## src/rtl/dmem_arbiter.sv

```systemverilog
// Shares the single-port data memory between the core load/store path and an
// external loader/debug port. Core has priority; ext gets starvation relief and lockable bursts.
module dmem_arbiter #(
   parameter int ADDR_WIDTH   = 32,
   parameter int DATA_WIDTH   = 32,
   parameter int STARVE_LIMIT = 4,
   parameter int LOCK_MAX     = 8
) (
   input  logic                  clk,
   input  logic                  reset_n,
   input  logic                  cpu_req,
   input  logic                  cpu_we,
   input  logic [ADDR_WIDTH-1:0] cpu_addr,
   input  logic [DATA_WIDTH-1:0] cpu_wdata,
   output logic                  cpu_ready,
   output logic                  cpu_stall,
   output logic                  cpu_rvalid,
   output logic [DATA_WIDTH-1:0] cpu_rdata,
   input  logic                  ext_req,
   input  logic                  ext_we,
   input  logic [ADDR_WIDTH-1:0] ext_addr,
   input  logic [DATA_WIDTH-1:0] ext_wdata,
   input  logic                  ext_lock,
   output logic                  ext_ready,
   output logic                  ext_rvalid,
   output logic [DATA_WIDTH-1:0] ext_rdata,
   output logic                  mem_we,
   output logic [ADDR_WIDTH-1:0] mem_addr,
   output logic [DATA_WIDTH-1:0] mem_wdata,
   input  logic [DATA_WIDTH-1:0] mem_rdata,
   output logic                  locked
);

   // state  | meaning
   // ST_ARB    | normal arbitration, core has priority unless ext is starved
   // ST_LOCKED | ext owns the memory for an atomic burst, core stalled

   typedef enum logic {ST_ARB, ST_LOCKED} state_t;

   localparam logic [3:0] STARVE_LIM = 4'(STARVE_LIMIT);
   localparam logic [7:0] LOCK_LIM   = 8'(LOCK_MAX);

   state_t     state_q, state_d;
   logic [3:0] starve_cnt;
   logic [7:0] lock_cnt;
   logic       relock_block;
   logic       grant_cpu, grant_ext;
   logic       lock_done;

   assign lock_done = (lock_cnt == LOCK_LIM);

   always_comb begin
      grant_cpu = 1'b0;
      grant_ext = 1'b0;
      state_d   = state_q;
      case (state_q)
         ST_ARB: begin
            if (reset_n) begin
               if (cpu_req && ext_req) begin
                  if (starve_cnt >= STARVE_LIM) grant_ext = 1'b1;
                  else                          grant_cpu = 1'b1;
               end else if (cpu_req) begin
                  grant_cpu = 1'b1;
               end else if (ext_req) begin
                  grant_ext = 1'b1;
               end
            end
            // After a forced release, ext_lock must drop before a new lock is honoured.
            if (grant_ext && ext_lock && !relock_block) state_d = ST_LOCKED;
         end
         ST_LOCKED: begin
            grant_ext = ext_req & reset_n;
            if (lock_done || (grant_ext && !ext_lock) || (!ext_req && !ext_lock))
               state_d = ST_ARB;
         end
         default: state_d = ST_ARB;
      endcase
   end

   always_ff @(posedge clk or negedge reset_n) begin
      if (!reset_n) begin
         state_q      <= ST_ARB;
         starve_cnt   <= '0;
         lock_cnt     <= '0;
         relock_block <= 1'b0;
         cpu_rvalid   <= 1'b0;
         ext_rvalid   <= 1'b0;
         cpu_rdata    <= '0;
         ext_rdata    <= '0;
      end else begin
         state_q <= state_d;

         if (state_d == ST_LOCKED) begin
            if (state_q == ST_ARB) lock_cnt <= 8'd1;
            else                   lock_cnt <= lock_cnt + 8'd1;
         end else begin
            lock_cnt <= '0;
         end

         if (!ext_lock)                                 relock_block <= 1'b0;
         else if (state_q == ST_LOCKED && lock_done)    relock_block <= 1'b1;

         if (grant_ext)                               starve_cnt <= '0;
         else if (ext_req && starve_cnt != 4'd15)     starve_cnt <= starve_cnt + 4'd1;

         cpu_rvalid <= grant_cpu & ~cpu_we;
         ext_rvalid <= grant_ext & ~ext_we;
         if (grant_cpu && !cpu_we) cpu_rdata <= mem_rdata;
         if (grant_ext && !ext_we) ext_rdata <= mem_rdata;
      end
   end

   assign cpu_ready = grant_cpu;
   assign ext_ready = grant_ext;
   assign cpu_stall = cpu_req & ~grant_cpu & reset_n;
   assign locked    = (state_q == ST_LOCKED);

   always_comb begin
      mem_we    = 1'b0;
      mem_addr  = '0;
      mem_wdata = '0;
      if (grant_cpu) begin
         mem_we    = cpu_we;
         mem_addr  = cpu_addr;
         mem_wdata = cpu_wdata;
      end else if (grant_ext) begin
         mem_we    = ext_we;
         mem_addr  = ext_addr;
         mem_wdata = ext_wdata;
      end
   end

endmodule

```

## config.mk

```make
export PLATFORM = sky130hd
export DESIGN_NAME = dmem_arbiter
export DESIGN_NICKNAME = d
export VERILOG_FILES = /design/src/rtl/dmem_arbiter.sv
export SDC_FILE = /design/constraint.sdc
export NUM_CORES = 1
export LEC_CHECK = 0
export ABC_AREA = 1
export BUFFER_PORTS_ARGS = -buffer_cell sky130_fd_sc_hd__clkbuf_2
export CAP_MARGIN = 10
export CORE_MARGIN = 10
export CORE_UTILIZATION = 42
export DETAILED_ROUTE_END_ITERATION = 10
export PLACE_DENSITY = 0.82
export SLEW_MARGIN = 20
export SYNTH_ARGS = -nofsm -noshare
export SYNTH_HDL_FRONTEND = slang
export SYNTH_SLANG_ARGS = --single-unit
```

## constraint.sdc

```tcl
create_clock -name clk -period 1.8 [get_ports clk]
set_input_delay 0.09 -clock clk [delete_from_list [all_inputs] [get_ports clk]]
set_output_delay 0.09 -clock clk [all_outputs]
set_load 0.02 [all_outputs]
```

==> results.toml <==
[status]
status = "finished, violations left"
violations = "hold timing, setup timing"

[synth]
yosys-top-cells-area = "sky130_fd_sc_hd__dfrtp_1, sky130_fd_sc_hd__nand2_1, sky130_fd_sc_hd__nand4_1"
synth_top_area_share_pct = 46.3
synth.yosys.seq_area_share_pct = 46.3
synth_largest_area_cell = "sky130_fd_sc_hd__dfrtp_1"
cell_count_after_synthesis = 608
synth_adder_area_share_pct = 0.868
post_synth_num_cell_types = 22
syn-num-nets = 778
synth_mux_area_share_pct = 0
synth_xor_area_share_pct = 0.810
syn-cell-area_mm2 = 0.00432
synth_enable_flop_cells = 0
synth-main-ff-cell = "sky130_fd_sc_hd__dfrtp_1"
mean_area_per_synthesized_cell_um2 = 7.11
synth_top_family_by_area = "simple AND/OR/NAND/NOR gates"
synth_async_sr_flop_share_pct = 100
area_fraction_in_compound_gates_after_synthesis_pct = 0.984
synth.ff_latch_count = 80
synthSimpleGateAreaFrac_pct = 43.3
yosys_warnings = 0

[grt]
grt_max_degree = 59
grt_use_total_pct = 28.0
overflow = 0
number_of_global_route_vias_before_repair = 5866
grt_pass1_wl_um = 32900
antenna_found_initial = 2

[detailed_routing]
avgRoutedWirePerCell_um = 22.8
post_drt_via_cell_ratio = 5.55
drt_wl_total_um = 25100
initialDrtViolationCount = 777
postRouteAntennaNets = 0
drcViolationCount = 0
detailedRoute.firstPassIterationCount = 5
total_vias_in_the_final_route = 6121

[clocking]
tritoncts_clock_tree = "built"
clock-sinks = 80
tritoncts.num_buffers = 9
cts-htree-levels = 3
master_cell_of_the_clock_root_buffer = "sky130_fd_sc_hd__clkbuf_8"
clock_path_buffers = 2
clock_pin_slew_of_the_registers_on_the_worst_case_setup_and_hold_paths_ns = 0.09
worstSkewPairLatency_ns = 0.36
cts_hold_repair.buffers = 33

[setup_path]
regToRegEndpoint = "lock_cnt[0]"
critical_path.cell_chain = "nor2_2, nand2_1, nand2_2, nand2_4, clkinv_8, buf_12, nand2_2, nand2_1, clkbuf_8"
r2r-start = "starve_cnt[3]"
max_stage_delay_ns = 0.42
worst_setup_path_start_kind = "flop"
setup.worst_path.class = "reg2out"
worst_path_max_delay_cell = "sky130_fd_sc_hd__dfrtp_1"
crit_path_max_fanout = 8
timing.reg2reg.worst_path_depth = 11
worstSetupEndpointType = "primary output"
worst-r2r-setup-slack_ns = 0.07
worst-endpoint-required_ns = 1.71
arrival_time_worst_endpoint_ns = 1.84

[layout]
finalNonFillerCells = 1102
ratio_of_cells_with_drive_above_1_in_the_final_layout_pct = 50.1
fill_cells = 562
finish.net_count = 1133
seqCellArea_mm2 = 0.00200
final_instance_area_mm2 = 0.00802
area_growth_syn_to_layout_pct = 85.4
multi_input_comb_area_mm2 = 0.00249

[sta]
max_clock_freq_mhz = 518
finalHoldViolCount = 53
finalSetupViolCount = 60
period_share_pct = 107
fin_ws_ns = -0.130
whs_ns = -0.0877
grt_setup_unrepaired = "true"
tightestPinTransition_ns = 0.687
report.final.slew_viol_count = 0
timing.clock.skew_ns = 0.0110
fin_crit_ns = 1.93
slew_headroom_pct = 54.2

[placed_design]
hpwl_um = 14700
postPlaceCellArea_mm2 = 0.00596
dpl.cell_count = 1025
place.gp.congestion = 0.889
dpl_worst_slack_ns = 0.143
placement.io_buffers = 301

[floorplanning]
dieArea_mm2 = 0.0148
floorplan.core_area_mm2 = 0.00991
floorplan.initialDensity_pct = 43.6
floorplan.die.height_um = 121
boundaryPins = 302
cell_rows = 36
die_w_um = 121

[pwr]
power.total_mw = 7.65
peakVddDrop_uv = 717
power_per_cell_area_mw_per_mm2 = 954
p_leak_nw = 4.58

[run]
max_cap_viol_count = 0

[min_path]
timing.hold.worst.class = "in2async"
[layout make-up]
type	count	area share, %
timing repair inverter	1	0.203
inverter	28	1.50
clock inverter	6	0.546
timing repair buffer	381	38.0
tap	133	2.08
clock buffer	9	1.55
antenna	2	0.0624
multi-input combinational	462	31.1
sequential	80	25.0
[where the power goes]
group          total (mW)  internal (mW)  leakage, nW  switching (mW)
clock                1.20          0.501       0.0859           0.703
sequential           2.57           2.26         1.01           0.313
combinational        3.87           1.55         3.48            2.32
total                7.65           4.31         4.58            3.34
[registers in the layout, summed over array words and instances (netlist names)]
name and cells:
cpu_rdata 32, ext_rdata 32, lock_cnt 8, starve_cnt 4, cpu_rvalid 1, ext_rvalid 1, locked 1, relock_block 1
[cells in the final DEF, fill, tap and decap left out, drive strengths merged]
cell type,n
nand2,350
clkbuf,266
buf,92
dfrtp,80
nand4,66
dlygate4sd3,32
inv,27
nor2,18
nand3,12
clkinv,7
a21oi,4
xor2,3
o21ai,3
ha,3
diode,2
nor3,1
xnor2,1
o211ai,1
clkinvlp,1
[critical path: cells and delay by family, from the launching register on]
kind	cells	cell delay, ns
DFF	1	0.42
buffers and inverters	3	0.44
and+or+nand+nor	6	0.62
[synth_stat cells (2+ instances only)]
cell / n
sky130_fd_sc_hd__a21oi_1: 4
sky130_fd_sc_hd__buf_2: 12
sky130_fd_sc_hd__buf_6: 9
sky130_fd_sc_hd__clkbuf_1: 16
sky130_fd_sc_hd__clkinv_1: 2
sky130_fd_sc_hd__dfrtp_1: 80
sky130_fd_sc_hd__ha_1: 3
sky130_fd_sc_hd__inv_1: 23
sky130_fd_sc_hd__inv_2: 3
sky130_fd_sc_hd__nand2_1: 348
sky130_fd_sc_hd__nand2_2: 2
sky130_fd_sc_hd__nand3_1: 11
sky130_fd_sc_hd__nand4_1: 66
sky130_fd_sc_hd__nor2_1: 17
sky130_fd_sc_hd__o21ai_0: 3
sky130_fd_sc_hd__xor2_1: 3
[worst max path at each step]
stage	from	end	cells after the start
6_report	starve_cnt[3]	mem_wdata[4]	9
5_1_grt	starve_cnt[2]	mem_wdata[14]	9
4_1_cts	starve_cnt[3]	mem_wdata[9]	10
3_5_place_dp	starve_cnt[2]	ext_rdata[10]	7
3_3_place_gp	starve_cnt[2]	mem_wdata[30]	9
2_1_floorplan	locked	mem_wdata[10]	7
[cells by family after synthesis]
logic type | count (synthesis)
and+or+nand+nor | 447
DFF | 80
buffers and inverters | 66
AOI/OAI and AO/OA | 8
xor gates and xnor gates | 4
adders and majority gates | 3
[repair_timing]
action,in CTS,in global routing
endpoints found under the setup margin,67,72
gates cloned,3,10
setup buffers,14,4
hold endpoints to repair,127,53
pin swaps,7,43
resized for setup,147,205
[per-stage QoR]
stage	utilization, %	TNS (ns)
3_5_place_dp	60.2	0
6_report	80.9	-2.23
5_1_grt	80.9	-7.36
3_3_place_gp	60.2	0
2_1_floorplan	-	0
4_1_cts	73.5	-3.66
[per-layer routing]
metal / vias up / routed length, um / track usage (%)
li1: 2647 / - / -
met1: 2893 / 8620 / 32.5
met2: 494 / 12700 / 48.1
met3: 87 / 2810 / 8.24
met4: 0 / 966 / 9.91
met5: - / 0 / 0
No activity file was read; power rests on OpenSTA's default activity.
